<file path="src/rtl/imem_prog.sv">
// Loadable synchronous instruction memory with a req/valid fetch port and configurable read latency.
// Optional built-in boot program for words 0..2 is enabled by defining IMEM_BOOT_PROG_EN.
module imem_prog #(
   parameter int unsigned ADDR_W  = 16,
   parameter int unsigned DATA_W  = 32,
   parameter int unsigned DEPTH   = 64,
   parameter int unsigned LATENCY = 1
) (
   input  logic              clk,
   input  logic              rst_n,
   input  logic              fetch_req,
   input  logic [ADDR_W-1:0] fetch_addr,
   output logic              fetch_busy,
   output logic              fetch_valid,
   output logic [DATA_W-1:0] instruction,
   output logic              fetch_fault,
   input  logic              load_en,
   input  logic [ADDR_W-1:0] load_addr,
   input  logic [DATA_W-1:0] load_data,
   output logic              load_err
);

   localparam int unsigned IDX_W  = (DEPTH > 1) ? $clog2(DEPTH) : 1;
   localparam int unsigned CNT_W  = 4;
   localparam int unsigned CMP_W  = ADDR_W + 1;
   localparam bit          SINGLE = (LATENCY == 1);

   typedef enum logic {
      S_IDLE,
      S_WAIT
   } state_t;

   logic [DATA_W-1:0] r_mem [DEPTH];
   logic [DEPTH-1:0]  r_written;

   state_t            r_state;
   logic [CNT_W-1:0]  r_cnt;
   logic [DATA_W-1:0] r_hold;
   logic              r_hold_fault;
   logic [DATA_W-1:0] r_instr;
   logic              r_valid;
   logic              r_fault;
   logic              r_busy;
   logic              r_load_err;

   state_t            w_state_nxt;
   logic [CNT_W-1:0]  w_cnt_nxt;
   logic [DATA_W-1:0] w_hold_nxt;
   logic              w_hold_fault_nxt;
   logic [DATA_W-1:0] w_instr_nxt;
   logic              w_valid_nxt;
   logic              w_fault_nxt;
   logic              w_busy_nxt;

   logic              w_fetch_in_range;
   logic [IDX_W-1:0]  w_fetch_idx;
   logic              w_load_in_range;
   logic [IDX_W-1:0]  w_load_idx;
   logic [DATA_W-1:0] w_unwritten;
   logic [DATA_W-1:0] w_rd_data;

   // Unsigned compare one bit wider so DEPTH == 2^ADDR_W is representable.
   assign w_fetch_in_range = ({1'b0, fetch_addr} < CMP_W'(DEPTH));
   assign w_load_in_range  = ({1'b0, load_addr}  < CMP_W'(DEPTH));
   assign w_fetch_idx      = fetch_addr[IDX_W-1:0];
   assign w_load_idx       = load_addr[IDX_W-1:0];

`ifdef IMEM_BOOT_PROG_EN
   function automatic logic [DATA_W-1:0] boot_word(input logic [ADDR_W-1:0] a);
      logic [DATA_W-1:0] w;
      w = '0;
      case (a)
         ADDR_W'(0): w = DATA_W'(32'hE4210007);
         ADDR_W'(1): w = DATA_W'(32'h48210000);
         ADDR_W'(2): w = DATA_W'(32'hC8220F0F);
         default:    w = '0;
      endcase
      return w;
   endfunction

   assign w_unwritten = boot_word(fetch_addr);
`else
   assign w_unwritten = '0;
`endif

   // Unwritten words never expose stale array contents.
   always_comb begin
      w_rd_data = '0;
      if (w_fetch_in_range) begin
         if (r_written[w_fetch_idx]) begin
            w_rd_data = r_mem[w_fetch_idx];
         end else begin
            w_rd_data = w_unwritten;
         end
      end
   end

   // Storage array is intentionally not reset; the written flags gate reads.
   always_ff @(posedge clk) begin
      if (load_en && w_load_in_range) begin
         r_mem[w_load_idx] <= load_data;
      end
   end

   always_ff @(posedge clk or negedge rst_n) begin
      if (!rst_n) begin
         r_written  <= '0;
         r_load_err <= 1'b0;
      end else begin
         r_load_err <= load_en && !w_load_in_range;
         if (load_en && w_load_in_range) begin
            r_written[w_load_idx] <= 1'b1;
         end
      end
   end

   always_ff @(posedge clk or negedge rst_n) begin
      if (!rst_n) begin
         r_state      <= S_IDLE;
         r_cnt        <= '0;
         r_hold       <= '0;
         r_hold_fault <= 1'b0;
         r_instr      <= '0;
         r_valid      <= 1'b0;
         r_fault      <= 1'b0;
         r_busy       <= 1'b0;
      end else begin
         r_state      <= w_state_nxt;
         r_cnt        <= w_cnt_nxt;
         r_hold       <= w_hold_nxt;
         r_hold_fault <= w_hold_fault_nxt;
         r_instr      <= w_instr_nxt;
         r_valid      <= w_valid_nxt;
         r_fault      <= w_fault_nxt;
         r_busy       <= w_busy_nxt;
      end
   end

   // Next-state and output logic; valid/fault are single-cycle pulses.
   always_comb begin
      w_state_nxt      = r_state;
      w_cnt_nxt        = r_cnt;
      w_hold_nxt       = r_hold;
      w_hold_fault_nxt = r_hold_fault;
      w_instr_nxt      = r_instr;
      w_valid_nxt      = 1'b0;
      w_fault_nxt      = 1'b0;
      w_busy_nxt       = 1'b0;

      case (r_state)
         S_IDLE: begin
            if (fetch_req) begin
               w_hold_nxt       = w_rd_data;
               w_hold_fault_nxt = !w_fetch_in_range;
               if (SINGLE) begin
                  w_instr_nxt = w_rd_data;
                  w_valid_nxt = 1'b1;
                  w_fault_nxt = !w_fetch_in_range;
               end else begin
                  w_cnt_nxt   = CNT_W'(LATENCY - 1);
                  w_state_nxt = S_WAIT;
                  w_busy_nxt  = 1'b1;
               end
            end
         end
         S_WAIT: begin
            w_cnt_nxt = r_cnt - CNT_W'(1);
            if (r_cnt == CNT_W'(1)) begin
               w_instr_nxt = r_hold;
               w_valid_nxt = 1'b1;
               w_fault_nxt = r_hold_fault;
               w_state_nxt = S_IDLE;
            end else begin
               w_busy_nxt = 1'b1;
            end
         end
         default: begin
            w_state_nxt = S_IDLE;
         end
      endcase
   end

   assign fetch_busy  = r_busy;
   assign fetch_valid = r_valid;
   assign fetch_fault = r_fault;
   assign instruction = r_instr;
   assign load_err    = r_load_err;

endmodule

</file>
<file path="config.mk">
export PLATFORM = sky130hd
export DESIGN_NAME = imem_prog
export DESIGN_NICKNAME = d
export VERILOG_FILES = /design/src/rtl/imem_prog.sv
export SDC_FILE = /design/constraint.sdc
export NUM_CORES = 2
export LEC_CHECK = 0
export CELL_PAD_IN_SITES_DETAIL_PLACEMENT = 0
export CELL_PAD_IN_SITES_GLOBAL_PLACEMENT = 1
export CORE_ASPECT_RATIO = 2
export CORE_MARGIN = 3
export CORE_UTILIZATION = 45
export DETAILED_ROUTE_END_ITERATION = 8
export PLACE_DENSITY_LB_ADDON = 0.25
export SKIP_LAST_GASP = 1
export SLEW_MARGIN = 20
export SYNTH_ARGS = -nofsm -noshare
export SYNTH_HDL_FRONTEND = slang
export SYNTH_SLANG_ARGS = --single-unit
</file>
<file path="constraint.sdc">
create_clock -name clk -period 3 [get_ports clk]
set_clock_uncertainty 0.1 [all_clocks]
set_input_delay 0.6 -clock clk [delete_from_list [all_inputs] [get_ports clk]]
set_output_delay 0.6 -clock clk [all_outputs]
set_load 0.02 [all_outputs]
</file>
# Word-level counts from Yosys, hierarchy flattened
# Memories as Yosys holds them, arrays and structs flattened.
# Cells that the tools add are included.
# classes
n_lt_le_gt_ge	5
n_eq_ne	3
muxes	20
bitwise_logic	2
reduce_logical	7
add_sub_neg	1
# ops
op	n
$mux W32	4
$or A64 B64 Y64	1
$pmux W32 S2	1
$lt A16 B7 Y1 const B	2
$lt A6 B7 Y1 const B	2
$mux W1	9
$bmux W1 S6	1
$demux W1 S6	1
$ge A6 B1 Y1 const B	1
$pmux W1 S2	3
$eq A4 B1 Y1 const B	1
$mux W4	1
$reduce_and A2 Y1	2
$sub A4 B1 Y4 const B	1
$logic_and A1 B1 Y1	3
$logic_not A1 Y1	2
$ne A2 B1 Y1 const B	1
$ne A2 B2 Y1 const B	1
$not A1 Y1	1
# word_totals
mem_bits_rw	2048
memories	1
register_bits	137
output_inout_bits	36
wordCells	48
# mem_list
memory	depth	width	rd	rd_ports_with_merged_regs	wr	line	rtl
r_mem	64	32	1	0	1	33	logic [DATA_W-1:0] r_mem [DEPTH];

# Longest topological paths before layout
# logic_depth
word_depth	6
ltp_mapped	14
depth_no_buf	8

# Least setup slack after synthesis
# No wires, ideal clock.
# synth_path
path_type	in2reg
startpoint	in load_addr[11]
endpoint	mem r_mem[62][0] (enable)
slack_ps	-888
required_time_ps	2478
cell_stages	6
t_arrival_ps	3365
n_path_buf	0
cell_sequence	or4_1 nor4_1 nand2_1 nor2_1 nand3_1 nor2_1
# synth_between
elab_chain_cells	4
# synth_lines
item	line	rtl
start, declared	18	input logic [ADDR_W-1:0] load_addr,
$lt A16 B7 Y1	64	assign w_load_in_range = ({1'b0, load_addr} < CMP_W'(DEPTH));
$logic_and A1 B1 Y1	100	if (load_en && w_load_in_range) begin
$mux W1	100	
$mux W1 (implied by the code)	101	r_mem[w_load_idx] <= load_data;
end, declared	33	
# No other way between the ends.

# Final worst setup path
# layout_path
startpoint	reg r_written[33]
endpoint	reg r_instr[22], in the netlist instruction[22]
# layout_between
elab_chain_cells	6
# layout_lines
item	line	rtl
start, declared	34	logic [DEPTH-1:0] r_written;
start signal, assigned	107	r_written <= '0;
start signal, assigned by index	112	r_written[w_load_idx] <= 1'b1;
$bmux W1 S6	90	if (r_written[w_fetch_idx]) begin
$mux W1 (implied by the code)	90	
$mux W32	90	
$mux W32	89	if (w_fetch_in_range) begin
$mux W32	152	if (fetch_req) begin
$pmux W32 S2	150	case (r_state)
end signal, assigned	132	r_instr <= w_instr_nxt;
end, declared	40	logic [DATA_W-1:0] r_instr;
# No other way between the ends. The select of a mux whose other input is x is not followed.
# A chain may end at the register's enable or synchronous reset.

==> flow_summary.yaml <==
floorplanning:
  coreArea_sq_mm: 0.185
  row_count: 223
  die-area_sq_mm: 0.192
  start_util_pct: 45.3
  io_pins: 104
  fp.dieH_um: 617
  die_x_um: 311
pwr:
  vdd_drop_max_mv: 0.422
  p_leak_nw: 33.2
  p_per_area_mw_per_mm2: 605
  finalPower_w: 0.0604
logic_synthesis:
  yosys_warnings: 0
  synth_edf_count: 2048
  syn_nets: 3910
  synth_seq_cells: 2185
  synth_flop_cell: "edfxtp_1"
  synth_area_sq_mm: 0.0839
  seq_area_frac_synth_pct: 77.4
  synth_cell_types: 61
  synthArstFlopShare_pct: 6.27
  syn-mean-instance-area_sq_um: 21.8
  syn_inst: 3840
route:
  viasPerCell: 6.08
  drt_first_pass_iters: 5
  drc: 0
  drt_iter0_drc: 4514
  vias: 43100
  drt-total-wl_um: 257000
  drt.antenna.violating_nets: 0
  wl_per_cell_um: 36.2
sta:
  hold_ws_ns: 0.0938
  tightest_slew_ns: 1.09
  relSlewSlack_pct: 27.1
  min_period_ns: 2.91
  fin_crit_sh_pct: 97.0
  finalSetupViolCount: 0
  slew_viol_final: 0
  fmax_mhz: 344
  grt_setup_unrepaired: "false"
  hold_viol_final: 0
place:
  hpwlAfterDp_um: 171000
  io_buffer_count: 103
  gp_congestion: 0.845
  post_dp_cell_area_sq_mm: 0.0939
critical_path:
  cp-end-kind: "flop"
  crit_required_ns: 3.65
  r2r-end: "instruction[22]"
  rr_worst_depth: 10
  r2r_start: "r_written[33]"
  startpoint_type: "flop"
  critical_path_arrival_ns: 3.56
  cp_max_fo: 17
  crit_type: "flop to flop"
  r2r_slack_ns: 0.09
clock_tree:
  post_cts_buffers: 0
  path_clk_slew_ns: 0.07
  clk_path_buf_depth: 4
  cts_buffers: 189
  tritoncts: "done"
  clock_latency_ns: 0.85
  clockRootBuffer: "clkbuf_16"
  ctsHtreeMaxLevel: 4
  clock_sinks: 2185
min_path:
  worstHoldPathCells: 1
  whs_endpoint: "r_mem[31][26]"
  min_path_type: "primary input to flop"
  hold_start: "load_data[26]"
global_route:
  grt_usage_pct: 26.8
  grt_max_degree: 65
  grt_pass1_vias: 45000
  antenna_found_initial: 7
  grt_pass1_wl_um: 356000
  grt_overflow: 0
layout:
  drive_above_1_share_pct: 33.4
  final_nets: 4542
  syn2layout_area_growth_pct: 19.0
  design_area_sq_mm: 0.0999
  fillCellCount: 14100
status:
  outcome: "finished clean"
run:
  drv_cap: 0
==> cells in the final DEF, fill, tap and decap left out, types with 10 or more instances in the layout <==
| cell | Yosys | routed |
|---|---|---|
| nor2b_1 | 16 | 14 |
| buf_12 | 0 | 205 |
| a31oi_1 | 10 | 10 |
| a211oi_1 | 38 | 38 |
| a32oi_1 | 14 | 14 |
| nor3_1 | 13 | 13 |
| o22ai_1 | 19 | 19 |
| clkinv_1 | 3 | 30 |
| edfxtp_1 | 2048 | 2048 |
| and2_1 | 12 | 12 |
| a221o_1 | 22 | 22 |
| a21o_1 | 25 | 25 |
| a21oi_1 | 38 | 38 |
| clkbuf_16 | 0 | 192 |
| nor2_4 | 0 | 69 |
| nand2_1 | 170 | 163 |
| dfrtp_1 | 137 | 137 |
| clkinv_2 | 0 | 41 |
| o21ai_0 | 14 | 14 |
| bufinv_16 | 0 | 14 |
| mux4_2 | 518 | 518 |
| clkbuf_1 | 81 | 40 |
| or2_2 | 66 | 66 |
| o221ai_1 | 34 | 34 |
| clkdlybuf4s50_1 | 0 | 65 |
| a22oi_1 | 46 | 46 |
| nor2_1 | 88 | 19 |
| buf_2 | 48 | 25 |
| buf_4 | 33 | 356 |
| mux2i_1 | 142 | 142 |
| nand3_1 | 53 | 51 |
==> cell usage after synthesis, types with 12 or more instances <==
library cell     n  share of area [%]
a21o_1          25               0.22
a21oi_1         38               0.23
nor2b_1         16               0.12
buf_4           33               0.30
a22oi_1         46               0.41
o21ai_0         14              0.084
edfxtp_1      2048                 73
buf_6           32               0.43
nand2_1        170               0.76
dfrtp_1        137                4.1
a32oi_1         14               0.15
o221ai_1        34               0.35
or2_2           66               0.49
a211oi_1        38               0.34
mux2i_1        142                1.7
nor2_1          88               0.39
and2_1          12              0.089
mux4_2         518                 14
a221o_1         22               0.26
buf_1           18              0.081
nand3_1         53               0.32
nor3_1          13              0.078
clkbuf_1        81               0.36
buf_2           48               0.29
o22ai_1         19               0.14
==> layer usage <==
layer  vias up  part of all wire (%)  GRT usage (%)
met3       521                   5.3           3.11
met5         -                0.0082              0
met4         4                   5.8           13.3
met2      1798                    54           48.8
met1     23500                    35           31.4
li1      17400                     -              -
==> cells by family (layout without fill, tap and decap cells) <==
logic type	count (synthesis)	count (layout)	share of synthesized area [%]
DFF	2185	2185	77.4
muxes	669	669	15.7
and+or+nand+nor	449	449	2.51
AOI/OAI and AO/OA	310	310	2.78
buffers and inverters	222	999	1.54
xor gates and xnor gates	3	3	0.0313
adders and majority gates	2	2	0.0298
other	0	4	0
==> per-stage QoR <==
step | setup WS, ns | TNS [ns] | utilization (%) | cells
2_1_floorplan | -0.0615 | -6.66 | - | 3840
3_3_place_gp | -0.971 | -987.23 | 50.8 | 6754
3_5_place_dp | -0.970 | -946.09 | 50.8 | 6755
4_1_cts | 0.0804 | 0 | 54.0 | 7092
5_1_grt | 0.0169 | 0 | 54.0 | 7093
6_report | 0.0898 | 0 | 54.0 | 7096
==> how the worst max path moves through the flow <==
stage	from	to	depth (start not counted)
after floorplan	fetch_addr[0]	instruction[18]	9
after global placement	fetch_addr[0]	instruction[21]	10
after detailed placement	fetch_addr[0]	instruction[21]	10
after CTS	r_written[33]	instruction[1]	10
after global routing	fetch_addr[0]	instruction[21]	10
final	r_written[33]	instruction[22]	10
==> registers in the layout (all words and copies together), names as in the netlist <==
name and flops:
r_cnt 4, r_hold_fault 1, r_written 64, instruction 32
r_mem 2048, fetch_valid 1, fetch_busy 1, fetch_fault 1
r_hold 32, load_err 1
==> critical path, stage by stage, from the launching register on <==
cell and delay (ns):
dfrtp_1 0.35, mux4_2 0.25, mux2i_1 0.09, buf_4 0.15
nor2_1 0.23, a2111oi_1 0.10, buf_4 0.16, or4b_2 0.70
buf_12 0.21, nor3_1 0.31, a221o_1 0.16
==> layout make-up <==
cell class	instances	area [sq um]	area share, %
clock buffers	238	5040	5.04
diodes	4	10.0	0.0100
clock inverters	98	856	0.857
inverters	7	31.3	0.0313
flip-flops and latches	2185	64900	65.0
repair buffers	656	7620	7.63
well taps	2475	3100	3.10
multi-input cells	1433	18300	18.3
==> repair_timing <==
action	in CTS	in global routing
endpoints found under the setup margin	1	5
gates cloned	0	0
resized for setup	1	1
endpoints found under the hold margin	52	0
hold buffers	1	0
==> report_power, final <==
part           switching [W]  internal (W)
sequential        0.00000288        0.0333
clock                 0.0108        0.0131
combinational        0.00190       0.00134
No activity file was read; power rests on OpenSTA's default activity.
